<file path="src/rtl/exec_stage_if.sv">
// Execute-stage bus: id-stage operands/control in, mem-stage results and hazard info out.
interface exec_stage_if;
    logic        valid_id;
    logic [31:0] reg_a_id_r;
    logic [31:0] reg_b_id_r;
    logic [31:0] imm_id_r;
    logic [4:0]  reg_wr_addr_id_r;
    logic [3:0]  alu_op_ex;
    logic        alu_src_b_ex;
    logic [31:0] exec_out_ex_r;
    logic [31:0] reg_b_ex_r;
    logic [4:0]  reg_wr_addr_ex_r;
    logic [4:0]  reg_wr_addr_ex;
    logic        stall_ex;

    // Upstream (id stage / control) side
    modport master (
        output valid_id, reg_a_id_r, reg_b_id_r, imm_id_r, reg_wr_addr_id_r,
               alu_op_ex, alu_src_b_ex,
        input  exec_out_ex_r, reg_b_ex_r, reg_wr_addr_ex_r, reg_wr_addr_ex, stall_ex
    );

    // Execute stage side
    modport slave (
        input  valid_id, reg_a_id_r, reg_b_id_r, imm_id_r, reg_wr_addr_id_r,
               alu_op_ex, alu_src_b_ex,
        output exec_out_ex_r, reg_b_ex_r, reg_wr_addr_ex_r, reg_wr_addr_ex, stall_ex
    );
endinterface

</file>
<file path="src/rtl/exec_stage.sv">
// Execute stage: single-cycle ALU plus an iterative 32-step MUL/DIVU/REMU unit
// that stalls upstream while it runs.
module exec_stage (
    input  logic         clk,
    input  logic         rst,
    exec_stage_if.slave  bus
);
    localparam int unsigned XLEN = 32;
    localparam int unsigned CW   = 5;
    localparam int unsigned AW   = 5;

    localparam logic [0:0] ST_IDLE = 1'b0;
    localparam logic [0:0] ST_BUSY = 1'b1;

    localparam logic [1:0] K_MUL  = 2'd0;
    localparam logic [1:0] K_DIVU = 2'd1;
    localparam logic [1:0] K_REMU = 2'd2;

    localparam logic [3:0] OP_ADD  = 4'd0;
    localparam logic [3:0] OP_SUB  = 4'd1;
    localparam logic [3:0] OP_AND  = 4'd2;
    localparam logic [3:0] OP_OR   = 4'd3;
    localparam logic [3:0] OP_XOR  = 4'd4;
    localparam logic [3:0] OP_SLT  = 4'd5;
    localparam logic [3:0] OP_SLTU = 4'd6;
    localparam logic [3:0] OP_SLL  = 4'd7;
    localparam logic [3:0] OP_SRL  = 4'd8;
    localparam logic [3:0] OP_SRA  = 4'd9;
    localparam logic [3:0] OP_MUL  = 4'd10;
    localparam logic [3:0] OP_DIVU = 4'd11;
    localparam logic [3:0] OP_REMU = 4'd12;

    logic [0:0]      state_q, state_d;
    logic [CW-1:0]   cnt_q, cnt_d;
    logic [1:0]      kind_q, kind_d;
    // a: multiplicand / dividend shifting into quotient
    logic [XLEN-1:0] a_q, a_d;
    // b: multiplier / divisor
    logic [XLEN-1:0] b_q, b_d;
    // acc: partial product / partial remainder
    logic [XLEN-1:0] acc_q, acc_d;
    logic [XLEN-1:0] exec_out_q, exec_out_d;
    logic [XLEN-1:0] reg_b_q, reg_b_d;
    logic [AW-1:0]   wr_addr_q, wr_addr_d;

    logic [XLEN-1:0] opb_c;
    logic [4:0]      shamt_c;
    logic [XLEN-1:0] alu_res_c;
    logic            is_multi_c;
    logic            stall_c;
    logic [XLEN-1:0] mul_sum_c;
    logic [XLEN:0]   rem_sh_c;
    logic [XLEN-1:0] div_rem_c;
    logic [XLEN-1:0] div_quo_c;

    // Single-cycle ALU
    always_comb begin
        opb_c      = bus.alu_src_b_ex ? bus.imm_id_r : bus.reg_b_id_r;
        shamt_c    = opb_c[4:0];
        is_multi_c = (bus.alu_op_ex == OP_MUL) || (bus.alu_op_ex == OP_DIVU) ||
                     (bus.alu_op_ex == OP_REMU);
        alu_res_c  = '0;
        case (bus.alu_op_ex)
            OP_ADD:  alu_res_c = bus.reg_a_id_r + opb_c;
            OP_SUB:  alu_res_c = bus.reg_a_id_r - opb_c;
            OP_AND:  alu_res_c = bus.reg_a_id_r & opb_c;
            OP_OR:   alu_res_c = bus.reg_a_id_r | opb_c;
            OP_XOR:  alu_res_c = bus.reg_a_id_r ^ opb_c;
            OP_SLT:  alu_res_c = XLEN'($signed(bus.reg_a_id_r) < $signed(opb_c));
            OP_SLTU: alu_res_c = XLEN'(bus.reg_a_id_r < opb_c);
            OP_SLL:  alu_res_c = bus.reg_a_id_r << shamt_c;
            OP_SRL:  alu_res_c = bus.reg_a_id_r >> shamt_c;
            OP_SRA:  alu_res_c = XLEN'($signed(bus.reg_a_id_r) >>> shamt_c);
            default: alu_res_c = '0;
        endcase
    end

    // One shift-add / restoring shift-subtract step on the latched operands
    always_comb begin
        mul_sum_c = acc_q + (b_q[0] ? a_q : '0);
        rem_sh_c  = {acc_q, a_q[XLEN-1]};
        div_quo_c = {a_q[XLEN-2:0], 1'b0};
        div_rem_c = rem_sh_c[XLEN-1:0];
        if (rem_sh_c >= {1'b0, b_q}) begin
            div_rem_c    = XLEN'(rem_sh_c - {1'b0, b_q});
            div_quo_c[0] = 1'b1;
        end
    end

    // Next-state, iteration and output-register logic
    always_comb begin
        state_d    = state_q;
        cnt_d      = cnt_q;
        kind_d     = kind_q;
        a_d        = a_q;
        b_d        = b_q;
        acc_d      = acc_q;
        exec_out_d = '0;
        reg_b_d    = '0;
        wr_addr_d  = '0;
        stall_c    = 1'b0;
        case (state_q)
            ST_IDLE: begin
                if (bus.valid_id && is_multi_c) begin
                    stall_c = 1'b1;
                    a_d     = bus.reg_a_id_r;
                    b_d     = opb_c;
                    acc_d   = '0;
                    cnt_d   = '0;
                    state_d = ST_BUSY;
                    case (bus.alu_op_ex)
                        OP_DIVU: kind_d = K_DIVU;
                        OP_REMU: kind_d = K_REMU;
                        default: kind_d = K_MUL;
                    endcase
                end else if (bus.valid_id) begin
                    exec_out_d = alu_res_c;
                    reg_b_d    = bus.reg_b_id_r;
                    wr_addr_d  = bus.reg_wr_addr_id_r;
                end
            end
            default: begin
                stall_c = 1'b1;
                cnt_d   = cnt_q + CW'(1);
                if (kind_q == K_MUL) begin
                    acc_d = mul_sum_c;
                    a_d   = a_q << 1;
                    b_d   = b_q >> 1;
                end else begin
                    acc_d = div_rem_c;
                    a_d   = div_quo_c;
                end
                if (cnt_q == CW'(31)) begin
                    state_d   = ST_IDLE;
                    reg_b_d   = bus.reg_b_id_r;
                    wr_addr_d = bus.reg_wr_addr_id_r;
                    case (kind_q)
                        K_MUL:   exec_out_d = mul_sum_c;
                        K_DIVU:  exec_out_d = div_quo_c;
                        default: exec_out_d = div_rem_c;
                    endcase
                end
            end
        endcase
    end

    // State and pipeline registers, synchronous reset
    always_ff @(posedge clk) begin
        if (rst) begin
            state_q    <= ST_IDLE;
            cnt_q      <= '0;
            kind_q     <= K_MUL;
            a_q        <= '0;
            b_q        <= '0;
            acc_q      <= '0;
            exec_out_q <= '0;
            reg_b_q    <= '0;
            wr_addr_q  <= '0;
        end else begin
            state_q    <= state_d;
            cnt_q      <= cnt_d;
            kind_q     <= kind_d;
            a_q        <= a_d;
            b_q        <= b_d;
            acc_q      <= acc_d;
            exec_out_q <= exec_out_d;
            reg_b_q    <= reg_b_d;
            wr_addr_q  <= wr_addr_d;
        end
    end

    assign bus.exec_out_ex_r    = exec_out_q;
    assign bus.reg_b_ex_r       = reg_b_q;
    assign bus.reg_wr_addr_ex_r = wr_addr_q;
    assign bus.stall_ex         = stall_c;
    assign bus.reg_wr_addr_ex   = (bus.valid_id && !stall_c) ? bus.reg_wr_addr_id_r : '0;

endmodule

</file>
<file path="src/flat_wrapper.sv">
// flat-port wrapper written by rule: the top's interface ports become plain ports
module exec_stage_flat 
  (clk, rst, bus_valid_id, bus_reg_a_id_r, bus_reg_b_id_r, bus_imm_id_r, bus_reg_wr_addr_id_r, bus_alu_op_ex, bus_alu_src_b_ex, bus_exec_out_ex_r, bus_reg_b_ex_r, bus_reg_wr_addr_ex_r, bus_reg_wr_addr_ex, bus_stall_ex);
  exec_stage_if bus_i ();
  input  logic clk;
  input  logic rst;
  input wire logic [$bits(bus_i.valid_id)-1:0] bus_valid_id;
  input wire logic [$bits(bus_i.reg_a_id_r)-1:0] bus_reg_a_id_r;
  input wire logic [$bits(bus_i.reg_b_id_r)-1:0] bus_reg_b_id_r;
  input wire logic [$bits(bus_i.imm_id_r)-1:0] bus_imm_id_r;
  input wire logic [$bits(bus_i.reg_wr_addr_id_r)-1:0] bus_reg_wr_addr_id_r;
  input wire logic [$bits(bus_i.alu_op_ex)-1:0] bus_alu_op_ex;
  input wire logic [$bits(bus_i.alu_src_b_ex)-1:0] bus_alu_src_b_ex;
  output wire logic [$bits(bus_i.exec_out_ex_r)-1:0] bus_exec_out_ex_r;
  output wire logic [$bits(bus_i.reg_b_ex_r)-1:0] bus_reg_b_ex_r;
  output wire logic [$bits(bus_i.reg_wr_addr_ex_r)-1:0] bus_reg_wr_addr_ex_r;
  output wire logic [$bits(bus_i.reg_wr_addr_ex)-1:0] bus_reg_wr_addr_ex;
  output wire logic [$bits(bus_i.stall_ex)-1:0] bus_stall_ex;
  assign bus_i.valid_id = bus_valid_id;
  assign bus_i.reg_a_id_r = bus_reg_a_id_r;
  assign bus_i.reg_b_id_r = bus_reg_b_id_r;
  assign bus_i.imm_id_r = bus_imm_id_r;
  assign bus_i.reg_wr_addr_id_r = bus_reg_wr_addr_id_r;
  assign bus_i.alu_op_ex = bus_alu_op_ex;
  assign bus_i.alu_src_b_ex = bus_alu_src_b_ex;
  assign bus_exec_out_ex_r = bus_i.exec_out_ex_r;
  assign bus_reg_b_ex_r = bus_i.reg_b_ex_r;
  assign bus_reg_wr_addr_ex_r = bus_i.reg_wr_addr_ex_r;
  assign bus_reg_wr_addr_ex = bus_i.reg_wr_addr_ex;
  assign bus_stall_ex = bus_i.stall_ex;
  exec_stage u_core (.clk(clk), .rst(rst), .bus(bus_i));
endmodule
</file>
<file path="config.mk">
export PLATFORM = sky130hd
export DESIGN_NAME = exec_stage_flat
export DESIGN_NICKNAME = d
export VERILOG_FILES = /design/src/rtl/exec_stage_if.sv /design/src/rtl/exec_stage.sv /design/src/flat_wrapper.sv
export SDC_FILE = /design/constraint.sdc
export NUM_CORES = 1
export LEC_CHECK = 0
export CAP_MARGIN = 25
export CORE_ASPECT_RATIO = 1.4
export CORE_MARGIN = 2
export CORE_UTILIZATION = 28
export DETAILED_ROUTE_END_ITERATION = 12
export PLACE_DENSITY_LB_ADDON = 0.3
export SETUP_SLACK_MARGIN = 0.4
export SYNTH_ARGS = -nofsm -noshare
export SYNTH_HDL_FRONTEND = slang
export SYNTH_SLANG_ARGS = --single-unit
</file>
<file path="constraint.sdc">
create_clock -name clk -period 8.3 [get_ports clk]
set_input_delay 0.83 -clock clk [delete_from_list [all_inputs] [get_ports clk]]
set_output_delay 0.83 -clock clk [all_outputs]
set_load 0.1 [all_outputs]
</file>
==> flow_summary.yaml <==
floorplanning:
  num_io_pins: 184
  fp.dieW_um: 230
  die_h_um: 321
  dieArea_mm2: 0.0739
  core_area_mm2: 0.0713
  rows: 116
  start_util_pct: 28.2
clock_tree:
  cts_made_buffers: 17
  post_cts_resized: 0
  clock_latency_ns: 0.50
  cts_tree: "built"
  clockBufferDepth: 2
  cts_setup_buffers: 0
  path_clk_slew_ns: 0.07
  cts-htree-levels: 4
  hold_buffers: 0
  cts_sinks: 173
  cts-root-buf: "clkbuf_16"
sta:
  tightest_slew_ns: 1.15
  rsz0062_at_grt: "false"
  max_freq_mhz: 182
  slew_headroom_pct: 22.9
  fin_tns_setup_ns: 0
  setup_viol: 0
  finalCritPeriodShare_pct: 66.1
  worst_slack_ns: 2.81
  min_period_ns: 5.49
  final_max_slew_viol_count: 0
  hold_viol: 0
  fin_skew_ns: 0.0183
yosys:
  avgSynthCellArea_um2: 7.26
  ys_ff_latch: 173
  synthesis.nets: 3045
  synth-async-reset-ratio_pct: 0
  synth_area_mm2: 0.0201
  yosysUniqueCellTypes: 87
  synthFlopType: "dfxtp_1"
  seq_area_frac_synth_pct: 17.3
  yosysWarnings: 0
  synth_edf_count: 0
  synthCells: 2766
global_routing:
  grt_pass1_wl_um: 140000
  grt_pass1_vias: 21100
  grt_usage_pct: 25.3
  grt_max_degree: 78
  antenna_found_initial: 1
  overflow: 0
layout:
  nets: 3109
  final_cell_count_no_fill: 3789
  syn_to_final_growth_pct: 16.4
  drive_above_1_share_pct: 5.42
  final_cell_mix: "nor2_1, a21oi_1, nand2_1, clkdlybuf4s50_1, dfxtp_1"
  final_common_cell: "nor2_1"
pwr:
  power_leakage_uw: 0.00958
  power_density_mw_per_mm2: 139
  fin_total_pwr_uw: 3240
  ir_drop_mv: 0.165
setup_path:
  cp.required_ns: 8.67
  worst_setup_path_end_kind: "flip-flop"
  worstSetupStartpointType: "input pin"
  critPathArrivalTime_ns: 5.86
  cp_max_fo: 20
  setup.worst_path.class: "input pin to flip-flop"
placement:
  pre_cts_slack_ns: 2.34
  numPortBuffers: 183
  finalWeightedCongestion: 1.05
  dp_hpwl_um: 74300
  dp_cells: 3754
route:
  firstDrtPassIters: 5
  dr_total_vias: 22000
  routed_wl_um: 96300
  drt_iter0_markers: 2117
  drc_errors: 0
  wl_per_cell_um: 25.4
  postRouteAntennaNets: 0
  vias_per_cell: 5.81
min_path:
  hold_class: "flip-flop to flip-flop"
run:
  cap_violations: 0
status:
  status: "finished, final reports clean"
==> state kept, by name, summed over array words and instances, names as in the netlist <==
| signal | count |
|---|---|
| u_core.state_q | 1 |
| u_core.bus.exec_out_ex_r | 32 |
| u_core.cnt_q | 5 |
| u_core.acc_q | 32 |
| u_core.bus.reg_wr_addr_ex_r | 5 |
| u_core.a_q | 32 |
| u_core.bus.reg_b_ex_r | 32 |
| u_core.b_q | 32 |
| u_core.kind_q | 2 |
==> critical path, stage by stage <==
cell and delay, ns:
buf_2 0.54, buf_4 0.52, mux2i_1 0.41, ha_1 0.36, inv_1 0.16, a2111oi_0 0.52
o311ai_0 0.24, o21ai_1 0.47, o21ai_1 0.33, a211oi_1 0.60, o221ai_1 0.19, o21a_1 0.15
a311oi_1 0.36, o22ai_1 0.14
==> stage by stage <==
stage	cell area [um^2]	utilization (%)	hold slack, ns
2_1_floorplan	20100	-	0.443
3_3_place_gp	22800	32.0	0.467
3_5_place_dp	22800	32.0	0.474
4_1_cts	23300	32.8	0.485
5_1_grt	23400	32.8	0.508
6_report	23400	32.8	0.488
==> cell families after synthesis <==
logic type	after synthesis	share of synthesized area, %
DFF	173	17.3
and+or+nand+nor	895	20.2
adders and majority gates	170	10.7
xor gates and xnor gates	60	2.62
buffers and inverters	337	6.57
muxes	199	12.1
AOI/OAI and AO/OA	932	30.6
==> synthesized netlist by cell type, drive strengths merged (27+ instances only) <==
library cell,count,area [um^2]
a211oi,42,315
a21o,42,315
a21oi,295,1480
a31oi,27,169
and2,87,544
buf,40,199
clkbuf,147,553
dfxtp,173,3460
ha,166,2080
inv,149,562
mux2i,164,1690
mux4,29,672
nand2,255,957
nand3,55,275
nor2,325,1220
nor3,55,275
o211ai,47,358
o21ai,166,831
o22ai,27,169
xnor2,43,377
==> metal layers <==
layer	wire length, um	GRT usage (%)	up-vias
met1	38600	30.4	10600
met5	13	0	-
met2	46400	43.5	942
met4	5810	14.4	2
met3	5410	2.96	221
li1	-	-	10300
==> report_power, final <==
group / total, uW / switching (uW) / internal (uW) / leakage [uW]
sequential: 883 / 23.5 / 859 / 0.00141
clock: 829 / 410 / 419 / 0.000272
combinational: 1530 / 1030 / 494 / 0.00790
==> cell type report <==
type / instances / area [um^2]
fill: 7617 / 47900
inverter: 150 / 566
multi-input combinational: 2256 / 15400
clock inverter: 13 / 130
timing repair buffer: 232 / 2190
tap: 944 / 1180
clock buffer: 18 / 429
antenna: 3 / 7.51
sequential: 173 / 3470
==> worst paths after layout <==
path                         start                           end  slack (ns)  depth (start not counted)
setup reg to reg     u_core.b_q[0]  u_core.bus.exec_out_ex_r[30]        3.48                         15
hold / removal    u_core.acc_q[16]              u_core.acc_q[16]        0.49                          2
hold reg to reg   u_core.acc_q[16]              u_core.acc_q[16]        0.49                          2
setup / recovery  bus_alu_src_b_ex  u_core.bus.exec_out_ex_r[23]        2.81                         14
(Power assumes the default switching activity.)
